<file path="src/rtl/mult_shift_add_n_pkg.sv">
// Shared types for the shift-and-add multiplier family.
package mult_shift_add_n_pkg;

    typedef enum logic [1:0] {
        ST_IDLE,
        ST_CALC,
        ST_SIGN,
        ST_END
    } estado_mult_n_t;

endpackage

</file>
<file path="src/rtl/mult_shift_add_n_controlador.sv">
// Sequencing FSM and iteration counter for mult_shift_add_n.
//   state   | meaning
//   ST_IDLE | waiting for en_i; operands loaded on the start edge
//   ST_CALC | one shift-and-add iteration per cycle
//   ST_SIGN | conditional two's-complement negation of the product
//   ST_END  | product valid, fim_o pulse
module controlador_mult_n
    import mult_shift_add_n_pkg::*;
#(
    parameter int WIDTH      = 8,
    parameter bit EARLY_EXIT = 1'b1
) (
    input  logic           clk_i,
    input  logic           rst_i,
    input  logic           strt_cmpt_i,
    input  logic           b_zero_i,
    output estado_mult_n_t state_o
);

    localparam int CW = $clog2(WIDTH);

    estado_mult_n_t state, state_nxt;
    logic [CW-1:0]  cnt;
    logic           calc_done;

    assign calc_done = (cnt == CW'(WIDTH - 1)) || (EARLY_EXIT && b_zero_i);

    always_ff @(posedge clk_i or negedge rst_i) begin
        if (!rst_i) begin
            state <= ST_IDLE;
        end else begin
            state <= state_nxt;
        end
    end

    always_ff @(posedge clk_i or negedge rst_i) begin
        if (!rst_i) begin
            cnt <= '0;
        end else if (state == ST_IDLE && strt_cmpt_i) begin
            cnt <= '0;
        end else if (state == ST_CALC) begin
            cnt <= cnt + CW'(1);
        end
    end

    always_comb begin
        state_nxt = state;
        case (state)
            ST_IDLE: if (strt_cmpt_i) state_nxt = ST_CALC;
            ST_CALC: if (calc_done)   state_nxt = ST_SIGN;
            ST_SIGN: state_nxt = ST_END;
            ST_END:  state_nxt = ST_IDLE;
            default: state_nxt = ST_IDLE;
        endcase
    end

    always_comb begin
        state_o = state;
    end

endmodule

</file>
<file path="src/rtl/mult_shift_add_n.sv">
// Sequential shift-and-add multiplier, unsigned or two's complement per operation.
module mult_shift_add_n
    import mult_shift_add_n_pkg::*;
#(
    parameter int WIDTH      = 8,
    parameter bit EARLY_EXIT = 1'b1
) (
    input  logic               clk_i,
    input  logic               rst_i,
    input  logic               en_i,
    input  logic               signed_i,
    input  logic [WIDTH-1:0]   A_i,
    input  logic [WIDTH-1:0]   B_i,
    output logic [2*WIDTH-1:0] Y_o,
    output logic               busy_o,
    output logic               fim_o
);

    estado_mult_n_t     state;
    logic [2*WIDTH-1:0] a_q, y_q;
    logic [WIDTH-1:0]   b_q;
    logic               neg_q;
    logic [WIDTH-1:0]   a_mag, b_mag;
    logic               b_zero;

    // Magnitudes stay unsigned in WIDTH bits; -2^(WIDTH-1) maps to 2^(WIDTH-1).
    assign a_mag  = (signed_i && A_i[WIDTH-1]) ? -A_i : A_i;
    assign b_mag  = (signed_i && B_i[WIDTH-1]) ? -B_i : B_i;
    assign b_zero = (b_q[WIDTH-1:1] == '0);

    controlador_mult_n #(
        .WIDTH      (WIDTH),
        .EARLY_EXIT (EARLY_EXIT)
    ) u_ctrl (
        .clk_i       (clk_i),
        .rst_i       (rst_i),
        .strt_cmpt_i (en_i),
        .b_zero_i    (b_zero),
        .state_o     (state)
    );

    always_ff @(posedge clk_i or negedge rst_i) begin
        if (!rst_i) begin
            a_q   <= '0;
            b_q   <= '0;
            y_q   <= '0;
            neg_q <= 1'b0;
        end else begin
            case (state)
                ST_IDLE: begin
                    if (en_i) begin
                        a_q   <= {{WIDTH{1'b0}}, a_mag};
                        b_q   <= b_mag;
                        y_q   <= '0;
                        neg_q <= signed_i & (A_i[WIDTH-1] ^ B_i[WIDTH-1]);
                    end
                end
                ST_CALC: begin
                    if (b_q[0]) y_q <= y_q + a_q;
                    a_q <= a_q << 1;
                    b_q <= b_q >> 1;
                end
                ST_SIGN: begin
                    if (neg_q) y_q <= -y_q;
                end
                default: begin
                end
            endcase
        end
    end

    assign Y_o    = y_q;
    assign busy_o = (state != ST_IDLE);
    assign fim_o  = (state == ST_END);

endmodule
</file>
<file path="config.mk">
export PLATFORM = sky130hd
export DESIGN_NAME = mult_shift_add_n
export DESIGN_NICKNAME = d
export VERILOG_FILES = /design/src/rtl/mult_shift_add_n_pkg.sv /design/src/rtl/mult_shift_add_n_controlador.sv /design/src/rtl/mult_shift_add_n.sv
export SDC_FILE = /design/constraint.sdc
export NUM_CORES = 1
export LEC_CHECK = 0
export ABC_AREA = 1
export ABC_CLOCK_PERIOD_IN_PS = 3000
export CORE_MARGIN = 1
export CORE_UTILIZATION = 50
export CTS_BUF_LIST = sky130_fd_sc_hd__clkbuf_8 sky130_fd_sc_hd__clkbuf_16
export CTS_CLUSTER_SIZE = 24
export DETAILED_ROUTE_END_ITERATION = 12
export MAX_ROUTING_LAYER = met4
export PLACE_DENSITY = 0.75
export SLEW_MARGIN = 20
export SYNTH_ARGS = -nofsm -noshare
export SYNTH_HDL_FRONTEND = slang
export SYNTH_SLANG_ARGS = --single-unit
</file>
<file path="constraint.sdc">
create_clock -name clk_i -period 3 [get_ports clk_i]
set_input_delay 0.45 -clock clk_i [delete_from_list [all_inputs] [get_ports clk_i]]
set_output_delay 0.45 -clock clk_i [all_outputs]
set_load 0.02 [all_outputs]
</file>
; Yosys cells after proc, flatten, opt, wreduce, memory -nomap -nowiden
; Cells that the tools add are included.
[classes]
add_sub_neg = 5
eq_ne = 8
reduce_logical = 14
n_bitwise = 2
n_mux = 15
[ops]
columns = operator, count
row1 = 2-to-1 mux 16 bit, 4
row2 = one-hot mux 16 bit (3 select lines), 1
row3 = one-hot mux 16 bit (2 select lines), 1
row4 = 2-to-1 mux 8 bit, 3
row5 = adder 16 bit, 1
row6 = negation 16 bit, 1
row7 = negation 8 bit, 2
row8 = one-hot mux 8 bit (2 select lines), 1
row9 = one-hot mux 2 bit (4 select lines), 1
row10 = logical NOT 7 bit, 1
row11 = 2-to-1 mux 3 bit, 2
row12 = inequality test 2 bit (second input constant), 3
row13 = AND reduction 2 bit, 3
row14 = nonzero test 2 bit, 3
row15 = equality test 2 bit (second input constant), 2
row16 = 2-to-1 mux 2 bit, 2
row17 = AND reduction 4 bit, 1
row18 = adder 3 x 1 -> 3 bit (second input constant), 1
row19 = equality test 3 bit (second input constant), 1
row20 = logical AND 1 bit, 3
row21 = nonzero test 3 bit, 1
row22 = equality test 2 x 1 -> 1 bit (second input constant), 1
row23 = logical NOT 2 bit, 1
row24 = inequality test 2 x 1 -> 1 bit (second input constant), 1
row25 = other kinds (3), 3
[word_totals]
output_inout_bits = 18
elab_cells = 50
ff_bits = 46
input_bits = 20

; Depth between registers and ports, before layout
; Gate-level depths: netlist of the first run.
[logic_depth]
word_depth = 4
depth_mapped = 14
mapped_depth_nobuf = 13

; By module
; Synthesis of the first run repeated with hierarchy kept, for this count alone.
[unflattened]
cells_unflattened = 563
area_unflattened_um2 = 3756.1
[by_module_without_submodules]
columns = mod, n_inst, cells_each, seq_area_each_um2, area_per_inst_um2
row1 = mult_shift_add_n, 1, 528, 1026.0, 3452.1
row2 = controlador_mult_n, 1, 35, 125.1, 304.0

; Least setup slack after synthesis of the first run
; Ideal clock, no wire load.
[synth_path]
kind = reg2reg
start = reg y_q[0], in the netlist Y_o[0]
end = reg y_q[14], in the netlist Y_o[14]
setup_slack_ps = 1144
synth_period_minus_slack_ps = 1856
required_ps = 2883
setup_ps = 117
n_path_buf = 0
t_arrival_ps = 1739
path_stages_with_launch = 13
path_cell_list = dfrtp_1 -> ha_1 -> fa_1 -> nand2_1 -> nand2_1 -> nand3_1 -> nand2_1 -> nand2_1 -> nand3_1 -> nand3_1 -> nand2_1 -> nand2_1 -> nand2_1
[synth_via]
elab_chain_len = 3
elab_cells_between_ends = 5
classes_between = add/sub: 2 / mux: 3
[synth_lines]
columns = element, line
row1 = "start, declared", mult_shift_add_n.sv:20  ; logic [2*WIDTH-1:0] a_q, y_q;
row2 = "start signal, assigned", mult_shift_add_n.sv:59  ; if (b_q[0]) y_q <= y_q + a_q;
row3 = "start signal, assigned", mult_shift_add_n.sv:64  ; if (neg_q) y_q <= -y_q;
row4 = negation 16 bit or adder 16 bit (tied branches), "mult_shift_add_n.sv:64, mult_shift_add_n.sv:59"
row5 = "2-to-1 mux 16 bit, on equally long branches", "mult_shift_add_n.sv:64, mult_shift_add_n.sv:59"
row6 = one-hot mux 16 bit (3 select lines) *, mult_shift_add_n.sv:49  ; case (state)
; Every way passes the cells marked *; elsewhere a longest branch is shown, timed or not. The select of a mux whose other input is x is not followed.
; A chain may end at the register's enable or synchronous reset.

; Worst setup path after layout of the first run
[layout_path]
start = reg u_ctrl.state[0], in the netlist u_ctrl.state_o[0]
end = reg y_q[1], in the netlist Y_o[1]
[layout_via]
elab_chain_len = 3
elab_cells_between_ends = 9
classes_between = eq/ne: 5 / mux: 1 / reduce/logical: 3
[layout_lines]
columns = element, line
row1 = "start, declared", mult_shift_add_n_controlador.sv:22  ; estado_mult_n_t state, state_nxt;
row2 = "start signal, assigned", mult_shift_add_n_controlador.sv:32  ; state <= state_nxt;
row3 = "equality test 2 bit, or another cell as far along", mult_shift_add_n.sv:49
row4 = inequality test 2 bit (no line) or nonzero test 3 bit (tied branches), --
row5 = AND reduction 4 bit (no line), --
; Several ways; a longest one is shown, not always the timed one.

==> results of run 1 <==
-- kinds of logic after synthesis --
logic type | count (synthesis) | share of synthesized area, %
compound gates | 81 | 12.38
xor+xnor | 11 | 2.598
fa+ha+maj | 26 | 8.974
buf+inv | 97 | 10.22
flops | 46 | 31.04
simple gates | 308 | 34.78
-- critical path, stage by stage (launching register included) --
cell and delay [ps]:
dfrtp_1 430, inv_1 130, ha_1 520, inv_1 240
o21ai_1 210, nand2_2 200, inv_2 200, nand2_4 70
inv_2 210, nand3_1 110, o211ai_1 90
-- state kept, by name, indices dropped and copies added, names as in the netlist --
register and cells:
neg_q 1, b_q 8, a_q 16, u_ctrl.state_o 2, u_ctrl.cnt 3, Y_o 16
-- through the flow --
stage               power (mW)  instance area [sq um]
finish                   4.532                   4254
global route             4.978                   4254
CTS                      4.503                   4252
detailed placement       4.086                   4160
global placement         4.002                   4160
floorplan                3.269                   3709
-- layout make-up --
type                       count  area [sq um]  area share [%]
multi-input combinational    426          2178           51.21
inverter                      83         311.5           7.324
sequential                    46          1151           27.06
clock inverter                 3         22.52          0.5294
timing repair buffer          41         397.9           9.353
tap                           99         123.9           2.912
clock buffer                   5         68.82           1.618
-- worst paths after layout --
path,startpoint,endpoint,depth (start not counted)
worst max-delay path,u_ctrl.state_o[0],Y_o[1],10
worst max register to register,u_ctrl.state_o[0],Y_o[1],10
min in group clk_i,a_q[15],a_q[15],2
max in group asynchronous,rst_i,a_q[5],1
worst min register to register,a_q[15],a_q[15],2
worst min-delay path,rst_i,a_q[12],1
-- routing by layer --
layer	GRT usage [%]	up-vias	part of all wire [%]
met5	-	-	0
met4	11.14	0	2.1
met3	3.487	19	4.4
met2	46.23	112	48
met1	33.77	1700	45
li1	-	1889	-
-- report_power, final --
part | switching [mW] | internal (mW) | leakage (nW)
Sequential | 0.283 | 0.876 | 0.600
Clock | 0.243 | 0.169 | 0.0489
Combinational | 1.90 | 1.06 | 1.64
Total | 2.42 | 2.11 | 2.29
-- Yosys cell counts, types with 4 or more instances --
cell,count
nand2_1,182
inv_1,75
nand3_1,51
nor2_1,51
dfrtp_1,46
o21ai_0,26
ha_1,25
a21oi_1,20
o21ai_1,13
inv_2,8
o211ai_1,7
xor2_1,7
buf_2,6
clkbuf_1,6
nand3b_1,6
nand4_1,6
o31ai_1,4
xnor2_1,4
-- placed cells by master (no fill, tap or decap), drive strengths merged, types with 5 or more instances in the layout --
master and n:
nand3b 6, a21oi 20, inv 85, or2 5, o21ai 40, xor2 7, o211ai 7, dfrtp 46
nand3 51, ha 25, clkdlybuf4s50 36, nand4 6, nor2 53, clkbuf 5, nand2 184, buf 5
==> metrics, run 1 <==
Seq cells post-synth 46; Pleak 2.285 nW; Async S/R FF share, synth 100.0%; Clk pin slew, worst setup/hold paths 100 ps; highest clock rate 399.8 MHz; critical path arrival 2730 ps; Horiz. Die Dim 88.12 um; PnR worst setup slack 498.8 ps; core area 7214 sq um; Pwr Density 1065 nW/um^2; Final HPWL DP 7295 um; first-pass detailed-route iteration total 5; DR DRC count 0; CTS sink count 46; GPL Wtd Cong 0.9518; 1st-iter DRT viols 224; die area 7765 sq um; final hold vios 0; number of core rows 31; Fillers 710; Congestion Overflow GR 0; worst setup path class flop to flop; DR WL/cell 13.49 um; largest net degree at the start of global routing 47; Nets 649; Setup TNS Final 0 ps; cell accounting for the most synthesized area dfrtp_1; top cells by area, synth dfrtp_1, nand2_1, ha_1; later-pin clock latency in the skew report 320 ps; Hold Buf Count CTS 0; max-slew violation count 0; number of CTS-inserted buffers 5; skew final 8.170 ps; worst-margin pin slew 596.0 ps; crit-path max FO 15; wirelength, routed 9481 um; Layout Utilization 58.97%; Worst Setup Start Kind flop; crit share post-route 83.37%; syn_nets 615; port bufs 37; CTS resizes 0; area of the mapped netlist 3709 sq um; RSZ-0062 raised after global routing false; dpl cells 695; worst rel slew slack 59.74%; hold_ws 130.4 ps; reg2reg setup slack 500 ps; first-pass GRT wire length 16,050 um; CTS tree yes; maximum vdd ir drop 0.0005256 V; post-route minimum period 2501 ps; share of layout cells above drive strength 1 4.636%; critical path required time 3230 ps; Root Buffer clkbuf_8; Finished Layout Cells 703; DR vias/cell 5.292; Routed Antenna Nets 0; share of the synthesized area in the top cell type 31.04%; Hold Crit Class input pin to asynchronous set/reset pin; Mapped Cells 569; Starting Density 51.40%; die height 88.12 um; initial antenna violation count 0; number of synthesized flops with an enable pin 0; vias 3,720; Worst Setup End Kind flop; warning count from the yosys run 0; postcts setup bufs 0; Netlist cell types 34; vias in the first global route 3,554; Top FF cell, synth dfrtp_1; sequential fraction of the synthesis area 31.04%; gr usage total 27.62%; # IOs 38; max-cap viol count 0; # diodes 0; CTS H-tree depth 2; outcome completed; Setup Viol. Count Final 0; pre-CTS setup slack 543.8 ps; Area Growth Syn to Fin 14.71%; clock buffer depth 2; synthesized area per cell 6.518 sq um
No activity file was read; power rests on OpenSTA's default activity.
==> run 2, diff against run 1 <==
--- a/config.mk
+++ b/config.mk
@@ -6,14 +6,14 @@
 export NUM_CORES = 1
 export LEC_CHECK = 0
 export ABC_AREA = 1
-export ABC_CLOCK_PERIOD_IN_PS = 3000
+export ABC_CLOCK_PERIOD_IN_PS = 2250
 export CORE_MARGIN = 1
 export CORE_UTILIZATION = 50
 export CTS_BUF_LIST = sky130_fd_sc_hd__clkbuf_8 sky130_fd_sc_hd__clkbuf_16
 export CTS_CLUSTER_SIZE = 24
 export DETAILED_ROUTE_END_ITERATION = 12
 export MAX_ROUTING_LAYER = met4
-export PLACE_DENSITY = 0.75
+export PLACE_DENSITY = 0.77
 export SLEW_MARGIN = 20
 export SYNTH_ARGS = -nofsm -noshare
 export SYNTH_HDL_FRONTEND = slang
==> constraint.sdc (replaced) <==
create_clock -name clk_i -period 2.25 [get_ports clk_i]
set_input_delay 0.3375 -clock clk_i [delete_from_list [all_inputs] [get_ports clk_i]]
set_output_delay 0.3375 -clock clk_i [all_outputs]
set_load 0.02 [all_outputs]
==> run 2 against run 1 <==
Setup slack worse by 360 ps. Count of clock-buffer cells in the layout is the same. Wire length decreased by 1.7%. Sequential cell count is the same. First-iteration DRC count up 15%. Clock skew down 1.1 ps. Utilization grew 1.0 points. Combinational power grew 38%. Register-to-register slack got worse by 200 ps. Largest cell class unchanged. Largest power group unchanged. Highest routed layer unchanged.
==> metrics, run 2 (synthesis results as in run 1) <==
outcome completed; number of core rows 31; Layout Utilization 60.01%; die height 88.12 um; postcts setup bufs 0; CTS sink count 46; CP Capture Point busy_o; RSZ-0062 raised after global routing false; Clk pin slew, worst setup/hold paths 100 ps; first-pass detailed-route iteration total 5; worst rel slew slack 60.02%; clock buffer depth 2; Root Buffer clkbuf_8; final hold vios 0; CP max stage cell clkdlybuf4s50_1; critical path required time 1910 ps; Finished Layout Cells 710; skew final 7.037 ps; worst setup path class flop to primary output; max-cap viol count 0; R2R cell count 11; CP Buf/Inv Count 3; hold_ws 92.24 ps; die area 7765 sq um; max-slew violation count 0; Pwr Density 1455 nW/um^2; Area Growth Syn to Fin 16.73%; Worst Setup Start Kind flop; CTS tree yes; largest stage delay on the critical path 590 ps; vias 3,775; Final HPWL DP 7269 um; crit share post-route 93.84%; Starting Density 51.40%; wirelength, routed 9323 um; port bufs 37; reg2reg setup slack 300 ps; 1st-iter DRT viols 257; Setup TNS Final 0 ps; post-route minimum period 2111 ps; initial antenna violation count 0; Worst path depth 4; largest net degree at the start of global routing 47; highest clock rate 473.6 MHz; R2R Path End Y_o[1]; # IOs 38; first-pass GRT wire length 15,930 um; Setup Viol. Count Final 0; later-pin clock latency in the skew report 320 ps; DR WL/cell 13.13 um; vias in the first global route 3,540; dpl cells 702; worst-margin pin slew 599.7 ps; CTS H-tree depth 2; Pleak 2.328 nW; post-route cell area 4329 sq um; gr usage total 27.56%; post-placement cell area 4213 sq um; CP Launch Point u_ctrl.state_o[0]; core area 7214 sq um; crit path cell chain inv_1, ha_1, inv_2, clkdlybuf4s50_1; Hold Crit Class input pin to asynchronous set/reset pin; GPL Wtd Cong 0.9660; total power 6.300 mW; number of CTS-inserted buffers 5; crit-path max FO 4; Top delay family on crit path buffers and inverters; Fillers 678; Congestion Overflow GR 0; most common cell after layout, fill and taps aside nand2_1; most frequent cells in the layout nand2_1, inv_1, nor2_1, nand3_1, dfrtp_1; DR DRC count 0; DR vias/cell 5.317; maximum vdd ir drop 0.0007693 V; Multi-input gate area 2178 sq um; Nets 656; CTS resizes 0; Hold Buf Count CTS 0; pre-CTS setup slack 333.8 ps; PnR worst setup slack 138.6 ps; FF/Latch Area 1151 sq um; FF-to-FF Start u_ctrl.state_o[0]; Horiz. Die Dim 88.12 um; Routed Antenna Nets 0; share of layout cells above drive strength 1 5.728%; Worst Setup End Kind primary output; critical path arrival 1770 ps; # diodes 0
-- run 2: area by class of cell --
cell class | count | share of cell area, %
clock buffer | 5 | 1.590
clock inverter | 3 | 1.098
inverter | 83 | 7.197
multi-input combinational | 426 | 50.32
sequential | 46 | 26.59
tap | 99 | 2.861
timing repair buffer | 48 | 10.35
-- run 2: worst min path at each step --
stage	slack [ps]	cells after the start	endpoint
floorplan	40	0	Y_o[0]
global placement	460	2	Y_o[12]
detailed placement	460	2	Y_o[12]
CTS	120	2	Y_o[6]
global route	160	2	Y_o[6]
finish	90	2	Y_o[6]
-- run 2: worst reg2reg max path: cells and delay by family (launching register included) --
kind,cells,cell delay (ps)
DFF,1,430
and+or+nand+nor,3,270
AOI/OAI and AO/OA,3,310
buffers and inverters,4,650
adders and majority gates,1,230
-- run 2: routing by layer --
layer	wire, um	track usage (%)
met5	0	-
met4	133	7.771
met3	495	3.582
met2	4593	48.06
met1	4101	33.35
-- run 2: report_power, final --
part / switching, mW / leakage (nW) / internal [mW]
clock network: 0.336 / 0.0591 / 0.340
registers: 0.363 / 0.600 / 1.17
logic: 2.59 / 1.67 / 1.50
total: 3.29 / 2.33 / 3.01
==> run 3, diff against run 2 <==
--- a/config.mk
+++ b/config.mk
@@ -7,9 +7,9 @@
 export LEC_CHECK = 0
 export ABC_AREA = 1
 export ABC_CLOCK_PERIOD_IN_PS = 2250
-export CORE_MARGIN = 1
 export CORE_UTILIZATION = 50
 export CTS_BUF_LIST = sky130_fd_sc_hd__clkbuf_8 sky130_fd_sc_hd__clkbuf_16
+export CTS_CLUSTER_DIAMETER = 100
 export CTS_CLUSTER_SIZE = 24
 export DETAILED_ROUTE_END_ITERATION = 12
 export MAX_ROUTING_LAYER = met4
==> results of run 3 <==
No change in the layout: final DEF, timing and power equal those of run 2.
